===== config.mk =====
export PLATFORM = sky130hd
export DESIGN_NAME = mem_access_unit
export DESIGN_NICKNAME = d
export VERILOG_FILES = /design/src/rtl/mem_access_unit_pkg.sv /design/src/rtl/mem_access_unit_lane_align.sv /design/src/rtl/mem_access_unit.sv
export SDC_FILE = /design/constraint.sdc
export NUM_CORES = 1
export LEC_CHECK = 0
export ABC_AREA = 1
export BUFFER_PORTS_ARGS = -buffer_cell sky130_fd_sc_hd__clkbuf_2
export CAP_MARGIN = 25
export CORE_ASPECT_RATIO = 2
export CORE_MARGIN = 2
export CORE_UTILIZATION = 53
export DETAILED_ROUTE_END_ITERATION = 10
export GPL_ROUTABILITY_DRIVEN = 0
export GPL_TIMING_DRIVEN = 0
export PLACE_DENSITY = 0.91
export SYNTH_ARGS = -nofsm -noshare
export SYNTH_HDL_FRONTEND = slang
export SYNTH_SLANG_ARGS = --single-unit

===== constraint.sdc =====
create_clock -name clk -period 4.5 [get_ports clk]
set_clock_uncertainty 0.15 [all_clocks]
set_input_delay 0 -clock clk [delete_from_list [all_inputs] [get_ports clk]]
set_output_delay 0 -clock clk [all_outputs]
set_load 0.03 [all_outputs]

===== src/rtl/mem_access_unit_pkg.sv =====
// Shared encodings for the load/store unit: RV32 MemOp (func3) values, FSM states,
// and helpers for MemOp legality and natural alignment.
package mem_access_unit_pkg;

  typedef enum logic [2:0] {
    MOP_B  = 3'b000,
    MOP_H  = 3'b001,
    MOP_W  = 3'b010,
    MOP_BU = 3'b100,
    MOP_HU = 3'b101
  } mem_op_e;

  typedef enum logic [1:0] {
    ST_IDLE,
    ST_REQ,
    ST_WAIT,
    ST_RESP
  } mau_state_e;

  function automatic logic op_legal(input logic [2:0] op);
    return op inside {MOP_B, MOP_H, MOP_W, MOP_BU, MOP_HU};
  endfunction

  function automatic logic op_aligned(input logic [2:0] op, input logic [1:0] lo);
    case (op)
      MOP_H, MOP_HU: return ~lo[0];
      MOP_W:         return lo == 2'b00;
      default:       return 1'b1;
    endcase
  endfunction

  // Low address bits forced to the natural boundary of the access size.
  function automatic logic [1:0] align_lo(input logic [2:0] op, input logic [1:0] lo);
    case (op)
      MOP_H, MOP_HU: return {lo[1], 1'b0};
      MOP_W:         return 2'b00;
      default:       return lo;
    endcase
  endfunction

endpackage


===== src/rtl/mem_access_unit_lane_align.sv =====
// Byte-lane steering: store byte enables / replicated store data, and load
// byte/halfword extraction with sign or zero extension.
module mau_lane_align
  import mem_access_unit_pkg::*;
(
  input  logic        is_store,
  input  logic [2:0]  mem_op,
  input  logic [1:0]  addr_lo,
  input  logic [31:0] wdata,
  input  logic [31:0] mem_rdata,
  output logic [3:0]  wmask,
  output logic [31:0] wdata_lane,
  output logic [31:0] rdata_ext
);

  logic [7:0]  rbyte;
  logic [15:0] rhalf;

  always_comb begin
    wmask      = 4'b1111;
    wdata_lane = wdata;
    case (mem_op)
      MOP_B, MOP_BU: begin
        wmask      = 4'b0001 << addr_lo;
        wdata_lane = {4{wdata[7:0]}};
      end
      MOP_H, MOP_HU: begin
        wmask      = 4'b0011 << {addr_lo[1], 1'b0};
        wdata_lane = {2{wdata[15:0]}};
      end
      default: ;
    endcase
    if (!is_store) wmask = '0;
  end

  always_comb begin
    case (addr_lo)
      2'd0:    rbyte = mem_rdata[7:0];
      2'd1:    rbyte = mem_rdata[15:8];
      2'd2:    rbyte = mem_rdata[23:16];
      default: rbyte = mem_rdata[31:24];
    endcase
    rhalf = addr_lo[1] ? mem_rdata[31:16] : mem_rdata[15:0];
    case (mem_op)
      MOP_B:   rdata_ext = {{24{rbyte[7]}}, rbyte};
      MOP_BU:  rdata_ext = {24'd0, rbyte};
      MOP_H:   rdata_ext = {{16{rhalf[15]}}, rhalf};
      MOP_HU:  rdata_ext = {16'd0, rhalf};
      default: rdata_ext = mem_rdata;
    endcase
  end

endmodule


===== src/rtl/mem_access_unit.sv =====
// Single-outstanding load/store unit bridging the core to a word-wide bus.
// Define MAU_MISALIGN_CHECK_EN to reject misaligned h/hu/w with err instead of aligning.
module mem_access_unit
  import mem_access_unit_pkg::*;
#(
  parameter int unsigned ADDR_W = 32
) (
  input  logic              clk,
  input  logic              rst_n,
  input  logic              req_valid,
  output logic              req_ready,
  input  logic              MemWr,
  input  logic [2:0]        MemOp,
  input  logic [ADDR_W-1:0] addr,
  input  logic [31:0]       wdata,
  output logic              resp_valid,
  output logic [31:0]       rdata,
  output logic              err,
  output logic              mem_req_valid,
  input  logic              mem_req_ready,
  output logic              mem_we,
  output logic [ADDR_W-1:0] mem_addr,
  output logic [3:0]        mem_wmask,
  output logic [31:0]       mem_wdata,
  input  logic              mem_rvalid,
  input  logic [31:0]       mem_rdata
);

  mau_state_e  state;
  logic [2:0]  r_op;
  logic [1:0]  r_lo;
  logic [31:0] r_wdata;
  logic        acc_ok;
  logic [1:0]  acc_lo;
  logic [31:0] lane_rdata;

  always_comb begin
`ifdef MAU_MISALIGN_CHECK_EN
    acc_ok = op_legal(MemOp) && op_aligned(MemOp, addr[1:0]);
`else
    acc_ok = op_legal(MemOp);
`endif
    acc_lo = align_lo(MemOp, addr[1:0]);
  end

  // Lane logic runs off the captured request, so bus mask/data are flop-driven and
  // stay stable for the whole transaction; load extraction reuses the same fields.
  mau_lane_align u_lane (
    .is_store  (mem_we),
    .mem_op    (r_op),
    .addr_lo   (r_lo),
    .wdata     (r_wdata),
    .mem_rdata (mem_rdata),
    .wmask     (mem_wmask),
    .wdata_lane(mem_wdata),
    .rdata_ext (lane_rdata)
  );

  always_ff @(posedge clk or negedge rst_n) begin
    if (!rst_n) begin
      state         <= ST_IDLE;
      req_ready     <= 1'b1;
      resp_valid    <= 1'b0;
      rdata         <= '0;
      err           <= 1'b0;
      mem_req_valid <= 1'b0;
      mem_we        <= 1'b0;
      mem_addr      <= '0;
      r_op          <= '0;
      r_lo          <= '0;
      r_wdata       <= '0;
    end else begin
      case (state)
        ST_IDLE: begin
          if (req_valid && req_ready) begin
            req_ready <= 1'b0;
            if (acc_ok) begin
              state         <= ST_REQ;
              mem_req_valid <= 1'b1;
              mem_we        <= MemWr;
              mem_addr      <= {addr[ADDR_W-1:2], 2'b00};
              r_op          <= MemOp;
              r_lo          <= acc_lo;
              r_wdata       <= wdata;
            end else begin
              state      <= ST_RESP;
              resp_valid <= 1'b1;
              err        <= 1'b1;
              rdata      <= '0;
            end
          end
        end
        ST_REQ: begin
          if (mem_req_ready) begin
            mem_req_valid <= 1'b0;
            state         <= ST_WAIT;
          end
        end
        ST_WAIT: begin
          if (mem_rvalid) begin
            state      <= ST_RESP;
            resp_valid <= 1'b1;
            err        <= 1'b0;
            rdata      <= mem_we ? '0 : lane_rdata;
          end
        end
        ST_RESP: begin
          resp_valid <= 1'b0;
          req_ready  <= 1'b1;
          state      <= ST_IDLE;
        end
        default: state <= ST_IDLE;
      endcase
    end
  end

endmodule


; ---- Word-level counts from Yosys, hierarchy flattened
; Cells that the tools add are included.
[classes]
n_shift = 2
mux = 29
eq_ne = 17
reduce_logical = 19
[op_table]
columns = op, n
row1 = $mux 32, 4
row2 = $pmux 32 s2, 2
row3 = $pmux 32 s4, 1
row4 = $pmux 8 s3, 1
row5 = $mux 16, 1
row6 = $eq 3x3->1 const B, 4
row7 = $reduce_and 4->1, 3
row8 = $ne 2x2->1 const B, 5
row9 = $mux 1, 8
row10 = $mux 2, 4
row11 = $pmux 2 s4, 1
row12 = $pmux 4 s2, 1
row13 = $eq 2x2->1 const B, 3
row14 = $eq 3x1->1 const B, 2
row15 = $logic_not 3->1, 2
row16 = $pmux 1 s2, 3
row17 = $reduce_and 3->1, 2
row18 = $reduce_bool 2->1, 3
row19 = $reduce_or 2->1, 3
row20 = $reduce_bool 5->1, 1
row21 = $eq 2x1->1 const B, 2
row22 = $logic_not 2->1, 2
row23 = $mux 4, 1
row24 = $pmux 2 s2, 1
row25 = 7 further kinds, 7
[word_totals]
reg_bits = 106
output_inout_bits = 105
inputBits = 105

; ---- Longest topological paths before layout
; Gate-level depths: netlist of run 1.
[depth]
depth_word = 6
depth_mapped = 10

; ---- Cells and area by module
; From an unflattened synthesis of run 1, not the netlist that was laid out.
[hier_totals]
hier_cells = 795
area_unflattened_um2 = 5739.3
[modules_own_cells]
columns = module, cells_each, n_inst, area_each_um2
row1 = mem_access_unit, 557, 1, 4601.9
row2 = mau_lane_align, 238, 1, 1137.3

; ---- Worst setup path before layout of run 1
; Ideal clock, no wire load.
[synth_path]
kind = flip-flop to flip-flop
startpoint = reg state[0]
endpoint = reg mem_addr[10]
setup_ns = 0.118
path_stages_with_launch = 10
path_buffers = 2
t_arrival_ns = 1.458
slack_ns = 2.775
cell_sequence = dfrtp_1 inv_1 ha_1 nand3_2 a21oi_4 inv_2 buf_2 buf_6 nand2_1 nand2_1
[synth_via]
elab_chain_cells = 2
[synth_rtl]
columns = element, line_no
row1 = start: declaration, mem_access_unit.sv:29  ; mau_state_e state;
row2 = start signal: assignment, mem_access_unit.sv:61  ; state <= ST_IDLE;
row3 = start signal: assignment, mem_access_unit.sv:78  ; state <= ST_REQ;
row4 = start signal: assignment, mem_access_unit.sv:86  ; state <= ST_RESP;
row5 = $logic_not 2->1, mem_access_unit.sv:73  ; case (state)
row6 = $reduce_and 3->1 (no line), --
row7 = end signal: assignment, mem_access_unit.sv:81  ; mem_addr <= {addr[ADDR_W-1:2], 2'b00};
row8 = end: declaration, mem_access_unit.sv:22  ; output logic [ADDR_W-1:0] mem_addr,
; No other way between the ends.
; A chain may end at the register's enable or synchronous reset.

; ---- Worst setup path in the final report of run 1
[layout_path]
startpoint = reg r_lo[0]
endpoint = reg rdata[3]
[layout_via]
elab_chain_cells = 6
elab_cells_between_ends = 8
classes_between = 2 x eq/ne / 5 x mux / 1 x reduce/logical
[layout_rtl]
columns = element, line_no
row1 = start: declaration, mem_access_unit.sv:31  ; logic [1:0] r_lo;
row2 = start signal: assignment, mem_access_unit.sv:83  ; r_lo <= acc_lo;
row3 = "$eq 2x2->1, or another cell as far along", mem_access_unit_lane_align.sv:37  ; case (addr_lo)
row4 = $pmux 8 s3 (*), mem_access_unit_lane_align.sv:37
row5 = $pmux 32 s4 (*), mem_access_unit_lane_align.sv:44  ; case (mem_op)
row6 = $mux 32 (*), mem_access_unit.sv:104  ; rdata <= mem_we ? '0 : lane_rdata;
row7 = $mux 32 (*), mem_access_unit.sv:100  ; if (mem_rvalid) begin
row8 = $pmux 32 s2 (*), mem_access_unit.sv:73
row9 = end signal: assignment, mem_access_unit.sv:104
row10 = end: declaration, mem_access_unit.sv:17  ; output logic [31:0] rdata,
; Every way passes the cells marked *; elsewhere a longest branch is shown, timed or not. The select of a mux whose other input is x is not followed.

==> results of run 1 <==
[cells in the final DEF (no fill, tap or decap), types with 5 or more instances in the layout]
cell	count
dfrtp_1	105
clkbuf_1	6
inv_1	37
clkbuf_16	9
dlygate4sd3_1	106
a21oi_1	12
nor2_1	50
buf_4	17
clkbuf_2	206
ha_1	5
nand3b_1	5
o21ai_0	37
buf_2	17
nand2_1	366
nand3_1	22
o211ai_1	12
[worst min-delay path by stage]
| stage | startpoint | to | slack, ns | depth (start not counted) |
|---|---|---|---|---|
| after global placement | addr[22] | mem_addr[22] | 0.05 | 3 |
| after global routing | mem_rdata[12] | rdata[12] | 0.09 | 7 |
| after detailed placement | rst_n | r_wdata[13] | 0.02 | 1 |
| after floorplan | rst_n | err | -0.45 | 0 |
| after CTS | mem_rdata[8] | rdata[8] | 0.01 | 7 |
| final | mem_rdata[9] | rdata[9] | 0.03 | 7 |
[layout make-up]
| cell class | count | area (µm²) |
|---|---|---|
| Clock buffer | 10 | 239 |
| Fill cell | 596 | 1870 |
| Multi-Input combinational cell | 526 | 2240 |
| Inverter | 40 | 150 |
| Sequential cell | 106 | 2650 |
| Timing Repair Buffer | 313 | 2110 |
| Tap cell | 132 | 165 |
| Clock inverter | 6 | 56.3 |
| Antenna cell | 2 | 5.00 |
| Buffer | 44 | 280 |
[registers in the layout, indices dropped and copies added, names as in the netlist]
signal and flops:
mem_we 1, err 1, req_ready 1, resp_valid 1, r_op 3, mem_addr 30
rdata 32, mem_req_valid 1, r_lo 2, state 2, r_wdata 32
[through the flow]
stage	area, µm²	power [W]	hold WS (ns)
after detailed placement	6540	0.00107	0.0180
after global placement	6530	0.00107	0.0493
after global routing	7890	0.00197	0.0936
after floorplan	5330	0.000996	-0.446
after CTS	7890	0.00191	0.0109
final	7900	0.00193	0.0326
[power groups by stage]
stage | clock network, W | logic [W] | registers, W
5_1_grt | 0.000829 | 0.000193 | 0.000952
2_1_floorplan | 0 | 0.0000252 | 0.000971
3_5_place_dp | 0 | 0.000100 | 0.000971
4_1_cts | 0.000791 | 0.000172 | 0.000952
3_3_place_gp | 0 | 0.0000993 | 0.000971
6_report | 0.000794 | 0.000180 | 0.000952
[per-layer routing]
| layer | share of wire (%) | wire (µm) | up-vias |
|---|---|---|---|
| li1 | - | - | 2845 |
| met1 | 32 | 6560 | 2972 |
| met2 | 53 | 11000 | 471 |
| met3 | 8.5 | 1760 | 123 |
| met4 | 6.6 | 1370 | 0 |
| met5 | 0 | 0 | - |
[cells by family (layout without fill, tap and decap cells)]
family,after synthesis,after routing
adder cells (fa/ha/maj),5,5
other,1,4
AND/OR/NAND/NOR,452,452
AO/OA/AOI/OAI,67,67
buffers and inverters,84,413
flip-flops,106,106
[worst max-delay path: stages, from the launching register on]
cell and delay (ns):
dfrtp_1 0.44, nand2_1 0.14, clkbuf_1 0.39, nand2_1 0.11, o211ai_1 0.14, nand2_1 0.09
dlygate4sd3_1 0.58, o21ai_1 0.14
[what timing repair did]
action / in CTS / in global routing
hold buffers: 106 / 0
buffers inserted: 0 / 0
endpoints found under the hold margin: 206 / 0
==> flow_summary.json, run 1 <==
{
  "post-synth-top-count-cell": "nand2_1",
  "met2_usage_pct": 68.2,
  "synth.area.mux_share_pct": 0,
  "finalSetupViolations": 0,
  "p_sw_share_pct": 24.2,
  "post-route-util_pct": 80.9,
  "slew_headroom_pct": 43.5,
  "viasPerCell": 5.44,
  "seq_power_share_pct": 49.4,
  "setup_tns_ns": 0,
  "start_util_pct": 54.5,
  "netlist_top_cells_area": "dfrtp_1, nand2_1, nor2_1, o21ai_0, inv_1",
  "cp.arrival_ns": 2.38,
  "status": "finished, final reports clean",
  "ys_types": 29,
  "endpoint": "rdata[3]",
  "synth_top_area_share_pct": 49.4,
  "clk_pin_slew_worst_paths_ns": 0.07,
  "num_rows": 51,
  "hold_path_class": "input pin to flop",
  "rsz0062_at_grt": "no",
  "io_pins": 210,
  "p_int_w": 0.00146,
  "coreArea_um2": 9760,
  "port_buffers": 207,
  "async_flop_share_pct": 100,
  "hold_viol": 0,
  "syn_area_per_cell_um2": 7.44,
  "cp_max_fo": 10,
  "finalNetCount": 1150,
  "ys_warn_count": 0,
  "r2r_start": "r_lo[0]",
  "peakVddDrop_v": 0.000253,
  "grt_pass1_wl_um": 32200,
  "hpwl_um": 12400,
  "synth_compound_area_share_pct": 7.19,
  "grt_use_met1_pct": 41.1,
  "cts_made_buffers": 9,
  "finalCritPeriodShare_pct": 50.2,
  "area_delta_synth_final_pct": 48.4,
  "crit_required_ns": 4.62,
  "ys_ff_latch": 106,
  "finalCriticalPeriod_ns": 2.26,
  "wl_per_cell_um": 17.6,
  "dp.cells": 1055,
  "overflow": 0,
  "critPathKind": "flop to flop",
  "clk_latency_ns": 0.35,
  "ant_nets": 0,
  "cap_violations": 0,
  "worstMarginPinSlew_ns": 0.847,
  "grt_busiest_layer": "met2",
  "reg2reg_to": "rdata[3]",
  "p_sw_w": 0.000466,
  "dr.pass1.iters": 6,
  "end_kind": "flop",
  "power.leakage_nw": 4.61,
  "dp_slack_ns": 2.45,
  "grt_max_degree": 107,
  "synth.top_cells.by_count": "nand2_1, dfrtp_1, nor2_1, inv_1, o21ai_0",
  "clk_path_buf_depth": 2,
  "fp.dieW_um": 74.9,
  "drt-initial-drc-count": 502,
  "syn_inst": 715,
  "instances_no_fill": 1179,
  "pwr-share-clk_pct": 41.2,
  "grt.total_usage_pct": 39.1,
  "cts_root_buf": "clkbuf_16",
  "worstRegToRegCells": 7,
  "clock.fmax_ghz": 0.442,
  "cp-start-kind": "flop",
  "cellPowerDensity_nw_per_um2": 244,
  "synthAdderAreaFrac_pct": 1.18,
  "num_vias": 6411,
  "yosys.area_share.simple_pct": 33.6,
  "synth_top_family_by_area": "simple AND/OR/NAND/NOR gates",
  "tritoncts": "built",
  "die_height_um": 146,
  "synth-seq-area-share_pct": 49.9,
  "synth_flop_cell": "dfrtp_1",
  "grt_antenna_before_repair": 1,
  "post-route-drc-count": 0,
  "synth-xor-area-share_pct": 0,
  "reg2reg_slack_ns": 2.24,
  "synth_edf_count": 0,
  "post_cts_resized": 0,
  "drive_above_1_share_pct": 26.0,
  "use_met3_pct": 8.10,
  "yosysTopAreaCell": "dfrtp_1",
  "dieArea_um2": 10900,
  "critPathLaunch": "r_lo[0]",
  "grt_pass1_vias": 6549,
  "cts_num_sinks": 106,
  "cts_max_level": 3,
  "fin_ws_ns": 2.24,
  "wl_um": 20700,
  "drv_slew": 0,
  "syn_area_um2": 5320,
  "power_frac_comb_pct": 9.4
}
No activity file was read; power rests on OpenSTA's default activity.
==> run 2, diff against run 1 <==
Settings changed: CORE_UTILIZATION 53 to 44, PLACE_DENSITY 0.91 to 0.81.
Clock period 4.5 ns to 2.05 ns, I/O delays scaled along.
==> run 2 against run 1 <==
Effect of this change: sequential power increased by 120%; combinational power increased by 120%; sequential share of layout area decreased by 0.31 points; largest cell class unchanged; critical path depth unchanged; wire length decreased by 8.3%; register-to-register slack got worse by 2.1 ns; design area increased by 0.92%.
==> flow_summary.json, run 2 (synthesis gave the netlist of run 1 again) <==
{
  "clock.fmax_ghz": 0.497,
  "grt_pass1_vias": 6206,
  "hold_viol": 0,
  "cellPowerDensity_nw_per_um2": 539,
  "io_pins": 210,
  "wl_um": 19000,
  "end_kind": "output port",
  "p_sw_share_pct": 23.5,
  "power_w": 0.00430,
  "power.leakage_nw": 4.64,
  "pwr-share-clk_pct": 42.4,
  "cp_max_fo": 10,
  "cp.arrival_ns": 1.86,
  "crit_chain": "buf_2 > inv_2 > nand2_2 > buf_2 > a21oi_1 > nor3_1 > clkbuf_2",
  "p_int_w": 0.00329,
  "clk_latency_ns": 0.34,
  "fp.dieW_um": 81.8,
  "cts_root_buf": "clkbuf_16",
  "area_delta_synth_final_pct": 49.8,
  "hold_path_class": "input pin to flop",
  "port_buffers": 207,
  "crit_family": "buffers and inverters",
  "clk_path_buf_depth": 2,
  "coreArea_um2": 11800,
  "tritoncts": "built",
  "crit_top_cell": "buf_2",
  "antenna_cells": 0,
  "mostFrequentLayoutCells": "nand2_1, clkbuf_2, dfrtp_1",
  "reg_top3": "r_wdata x32, rdata x32, mem_addr x30",
  "num_rows": 56,
  "grt_pass1_wl_um": 29500,
  "grt_max_degree": 107,
  "max_stage_delay_ns": 0.32,
  "wl_per_cell_um": 16.0,
  "cpMaxStageDelayCell": "dfrtp_1",
  "status": "finished, final reports clean",
  "finalCritPeriodShare_pct": 98.1,
  "finalCriticalPeriod_ns": 2.01,
  "ant_nets": 0,
  "finalNetCount": 1149,
  "critPathKind": "flop to output port",
  "die_height_um": 160,
  "num_vias": 5920,
  "cts_made_buffers": 9,
  "hpwl_um": 13000,
  "grt_antenna_before_repair": 0,
  "worstMarginPinSlew_ns": 0.917,
  "drive_above_1_share_pct": 27.2,
  "drt-initial-drc-count": 334,
  "crit_required_ns": 1.90,
  "finalSetupViolations": 0,
  "cap_violations": 0,
  "cts_num_sinks": 106,
  "overflow": 0,
  "cts_max_level": 3,
  "p_sw_w": 0.00101,
  "dieArea_um2": 13000,
  "slew_headroom_pct": 38.9,
  "final_common_cell": "nand2_1",
  "power_frac_comb_pct": 9.1,
  "setup_tns_ns": 0,
  "dr.pass1.iters": 5,
  "fillers": 953,
  "clk_pin_slew_worst_paths_ns": 0.07,
  "grt.total_usage_pct": 29.5,
  "post-route-drc-count": 0,
  "drv_slew": 0,
  "start_util_pct": 45.2,
  "post-route-util_pct": 67.7,
  "peakVddDrop_v": 0.000510,
  "viasPerCell": 4.98,
  "rsz0062_at_grt": "no",
  "crit_buf_inv": 4,
  "cp-start-kind": "flop",
  "seq_power_share_pct": 48.6
}
==> run 2: changes by cell type in the layout (fill, tap and decap cells not counted), moves of 3 or more <==
cell and change:
clkbuf_4 +7, inv_1 -3, dlygate4sd3_1 -3, clkbuf_2 -4, buf_4 +8, buf_2 -7
==> run 2: path summary, 6_finish.rpt <==
path | start | endpoint | slack (ns) | depth (start not counted)
setup / recovery | r_op[1] | mem_wmask[1] | 0.04 | 7
hold / removal | mem_rvalid | resp_valid | 0.02 | 6
setup reg to reg | state[0] | rdata[21] | 0.15 | 10
hold reg to reg | mem_addr[24] | mem_addr[24] | 0.32 | 2
max in group asynchronous | rst_n | mem_addr[9] | 0.93 | 2
min in group asynchronous | rst_n | rdata[12] | 0.10 | 2
==> run 2: cell type report <==
type	instances	area [µm²]	share of cell area (%)
Sequential cell	106	2650	33.3
Clock inverter	7	83.8	1.05
Timing Repair Buffer	313	2110	26.5
Clock buffer	9	225	2.83
Buffer	43	298	3.74
Multi-Input combinational cell	526	2260	28.4
Inverter	40	158	1.98
Tap cell	145	181	2.28
==> run 2: power groups by stage <==
stage / sequential [W] / clock, W / combinational [W]
after floorplan: 0.00213 / 0 / 0.0000552
after global placement: 0.00213 / 0 / 0.000219
after detailed placement: 0.00213 / 0 / 0.000222
after CTS: 0.00209 / 0.00184 / 0.000378
after global routing: 0.00209 / 0.00191 / 0.000423
final: 0.00209 / 0.00182 / 0.000389
==> run 2: metal layers <==
layer  vias up  part of all wire, %  track usage (%)  routed length (µm)
met1      2714                   33             29.2                6250
li1       2842                    -                -                   -
met2       281                   56             54.4               10600
met3        83                  5.8             4.59                1100
met5         -                    0                0                   0
met4         0                  5.6             17.8                1070
==> run 2: repair_timing <==
item	CTS	global route
endpoints found under the setup margin	50	117
endpoints found under the hold margin	206	0
pin swaps	0	0
buffers inserted	1	2
resized for setup	7	23
hold buffers	103	0
==> run 2: worst reg2reg max path: stages, from the launching register on <==
cell and delay, ns:
dfrtp_1 0.41, inv_2 0.12, ha_2 0.24, nand2_1 0.06
nand2_1 0.13, inv_1 0.09, nand3_2 0.18, buf_4 0.23
nor2_1 0.06, nand2_1 0.06, nand2_1 0.05
==> run 2: metrics by stage <==
stage	instance area [µm²]	hold WS, ns	worst slack (ns)	cells
2_1_floorplan	5330	-0.446	0.325	716
3_3_place_gp	6540	0.0509	-0.687	1068
3_5_place_dp	6550	0.0231	-0.0186	1068
4_1_cts	7910	0.00331	0.00752	1187
5_1_grt	7970	0.0859	0.00205	1189
6_report	7970	0.0200	0.0396	1189
==> run 3, diff against run 2 <==
Settings changed: ABC_AREA 1 to unset, BUFFER_PORTS_ARGS -buffer_cell sky130_fd_sc_hd__clkbuf_2 to unset, CELL_PAD_IN_SITES_DETAIL_PLACEMENT set to 0, CELL_PAD_IN_SITES_GLOBAL_PLACEMENT set to 2, CORE_UTILIZATION 44 to 35, DONT_BUFFER_PORTS set to 1, PLACE_DENSITY 0.81 to 0.8.
==> run 3 against run 2 <==
Effect of this change: critical path depth down 1; maximum frequency down 3.5%; global-route usage down 10 points; highest routed layer unchanged; synthesized cell count down 39%; worst hold slack worse by 0.82 ns; clock power down 8%; non-clock buffer count down 199; sequential cell count unchanged; register-to-register slack worse by 0.18 ns; the flow now finishes with violations (negative hold slack, negative setup slack); sequential share of layout area up 4.1 points; power rose to 2.7 times the previous value; design area down 11%.
==> flow_summary.json, run 3 <==
{
  "finalSetupViolations": 8,
  "syn_area_um2": 5190,
  "ant_nets": 0,
  "reg_top3": "r_wdata x32, rdata x32, mem_addr x30",
  "hold_viol": 107,
  "grt_pass1_vias": 4365,
  "syn_inst": 433,
  "io_pins": 210,
  "synth_top_area_share_pct": 50.7,
  "fillers": 1390,
  "rsz0062_at_grt": "yes",
  "drv_slew": 0,
  "coreArea_um2": 14700,
  "cts_hold_buffers": 103,
  "cap_violations": 0,
  "wl_um": 15500,
  "grt.total_usage_pct": 19.5,
  "netlist_top_cells_area": "dfrtp_1, mux2_2, a221o_1, mux2i_1, nand2_1",
  "peakVddDrop_v": 0.000723,
  "start_util_pct": 35.4,
  "synth_edf_count": 0,
  "dieArea_um2": 15900,
  "area_delta_synth_final_pct": 37.1,
  "power.leakage_nw": 3.15,
  "end_kind": "flop",
  "ys_ff_latch": 106,
  "mostFrequentLayoutCells": "dlygate4sd3_1, dfrtp_1, mux2_2",
  "drive_above_1_share_pct": 32.3,
  "num_rows": 63,
  "fp.dieW_um": 90.1,
  "cts_num_sinks": 106,
  "final_common_cell": "dlygate4sd3_1",
  "synth_flop_cell": "dfrtp_1",
  "synth.top_cells.by_count": "dfrtp_1, mux2_2, nand2_1, clkbuf_1, a21oi_1",
  "hpwl_um": 10500,
  "finalCriticalPeriod_ns": 2.08,
  "dr.pass1.iters": 5,
  "finalNetCount": 674,
  "antenna_cells": 0,
  "syn_area_per_cell_um2": 12.0,
  "yosysTopAreaCell": "dfrtp_1",
  "cts_max_level": 3,
  "crit_required_ns": 2.11,
  "hold_path_class": "input pin to asynchronous set/reset pin",
  "viasPerCell": 5.28,
  "overflow": 0,
  "finalCritPeriodShare_pct": 102,
  "clk_path_buf_depth": 2,
  "tritoncts": "built",
  "drt-initial-drc-count": 185,
  "grt_pass1_wl_um": 24400,
  "status": "finished with violations",
  "post-route-drc-count": 0,
  "async_flop_share_pct": 100,
  "violations": "negative hold slack, negative setup slack",
  "clock.fmax_ghz": 0.480,
  "cp.arrival_ns": 2.15,
  "die_height_um": 176,
  "cts_root_buf": "clkbuf_16",
  "cp-start-kind": "flop",
  "ys_types": 49,
  "slew_headroom_pct": 63.8,
  "stdcell_area_um2": 7110,
  "instances_no_fill": 761,
  "worstMarginPinSlew_ns": 0.542,
  "place_area_um2": 5480,
  "whs_ns": -0.800,
  "post-synth-top-count-cell": "dfrtp_1",
  "grt_max_degree": 107,
  "clk_latency_ns": 0.34,
  "clk_pin_slew_worst_paths_ns": 0.06,
  "num_vias": 4020,
  "cp_max_fo": 6,
  "grt_antenna_before_repair": 0,
  "cts_made_buffers": 9,
  "cellPowerDensity_nw_per_um2": 1620,
  "wl_per_cell_um": 20.4,
  "synth-seq-area-share_pct": 51.2,
  "port_buffers": 0,
  "critPathKind": "flop to flop",
  "ys_warn_count": 0,
  "fin_ws_ns": -0.0334,
  "dp.cells": 629
}
-- run 3: critical path, cell delays in order (launching register included) --
cell and delay (ns):
dfrtp_1 0.48, mux2_2 0.41, nor2_1 0.23, a2111oi_4 0.11, buf_4 0.17, buf_6 0.13, a221o_1 0.28
-- run 3: worst paths after layout --
kind / depth (start not counted) / slack [ns] / to / startpoint
setup / recovery: 6 / -0.03 / rdata[23] / r_lo[0]
hold / removal: 0 / -0.80 / rdata[26] / rst_n
setup reg to reg: 6 / -0.03 / rdata[23] / r_lo[0]
hold reg to reg: 1 / 0.36 / r_wdata[22] / r_wdata[22]
max in group asynchronous: 0 / 2.26 / req_ready / rst_n
min in group clk: 4 / 0 / rdata[8] / mem_rdata[24]
-- run 3: report_power, final --
group / total (W) / internal, W / leakage (nW) / switching, W
Sequential: 0.00464 / 0.00297 / 1.33 / 0.00167
Combinational: 0.00522 / 0.00223 / 1.68 / 0.00299
Clock: 0.00168 / 0.000958 / 0.136 / 0.000724
Total: 0.0115 / 0.00615 / 3.15 / 0.00539
-- run 3: through the flow --
stage          utilization, %  setup TNS [ns]  setup slack (ns)  power, W  hold WS [ns]
2_1_floorplan               -          -0.674           -0.0674   0.00819        -0.446
3_3_place_gp             37.4          -37.69            -0.524   0.00907        -0.443
3_5_place_dp             37.4          -37.14            -0.515   0.00916        -0.443
4_1_cts                  48.1          -0.751           -0.0648    0.0115        -0.813
5_1_grt                  48.5           -1.60            -0.136    0.0122        -0.822
6_report                 48.5          -0.177           -0.0334    0.0115        -0.800
-- run 3: area by class of cell --
| cell class | count | area, µm² | area share, % |
|---|---|---|---|
| clock buffers | 10 | 239 | 3.36 |
| well taps | 195 | 244 | 3.43 |
| clock inverters | 3 | 42.5 | 0.598 |
| plain buffers | 37 | 289 | 4.06 |
| flip-flops and latches | 106 | 2660 | 37.4 |
| multi-input cells | 278 | 2430 | 34.2 |
| repair buffers | 120 | 1160 | 16.3 |
| inverters | 12 | 45.0 | 0.633 |
-- run 3: cells by family after synthesis --
kind of cell	after synthesis	synth area share, %
adders and majority gates	5	1.21
other	1	0.0723
muxes	94	20.1
AOI/OAI and AO/OA	104	15.6
and+or+nand+nor	73	7.16
buffers and inverters	50	4.70
DFF	106	51.2
-- run 3: what timing repair did --
item                       CTS  global route
hold endpoints to repair   212           106
setup endpoints to repair  128           121
buffers inserted            14             2
pin swaps                    5             6
gates cloned                 3             0
gates resized for setup     60            27
-- run 3: per-layer routing --
| layer | GRT usage, % | part of all wire [%] | up-vias |
|---|---|---|---|
| met5 | 0 | 0 | - |
| met2 | 33.9 | 50 | 207 |
| met1 | 22.6 | 39 | 1952 |
| met4 | 7.50 | 2.4 | 0 |
| li1 | - | - | 1842 |
| met3 | 5.72 | 8.2 | 19 |
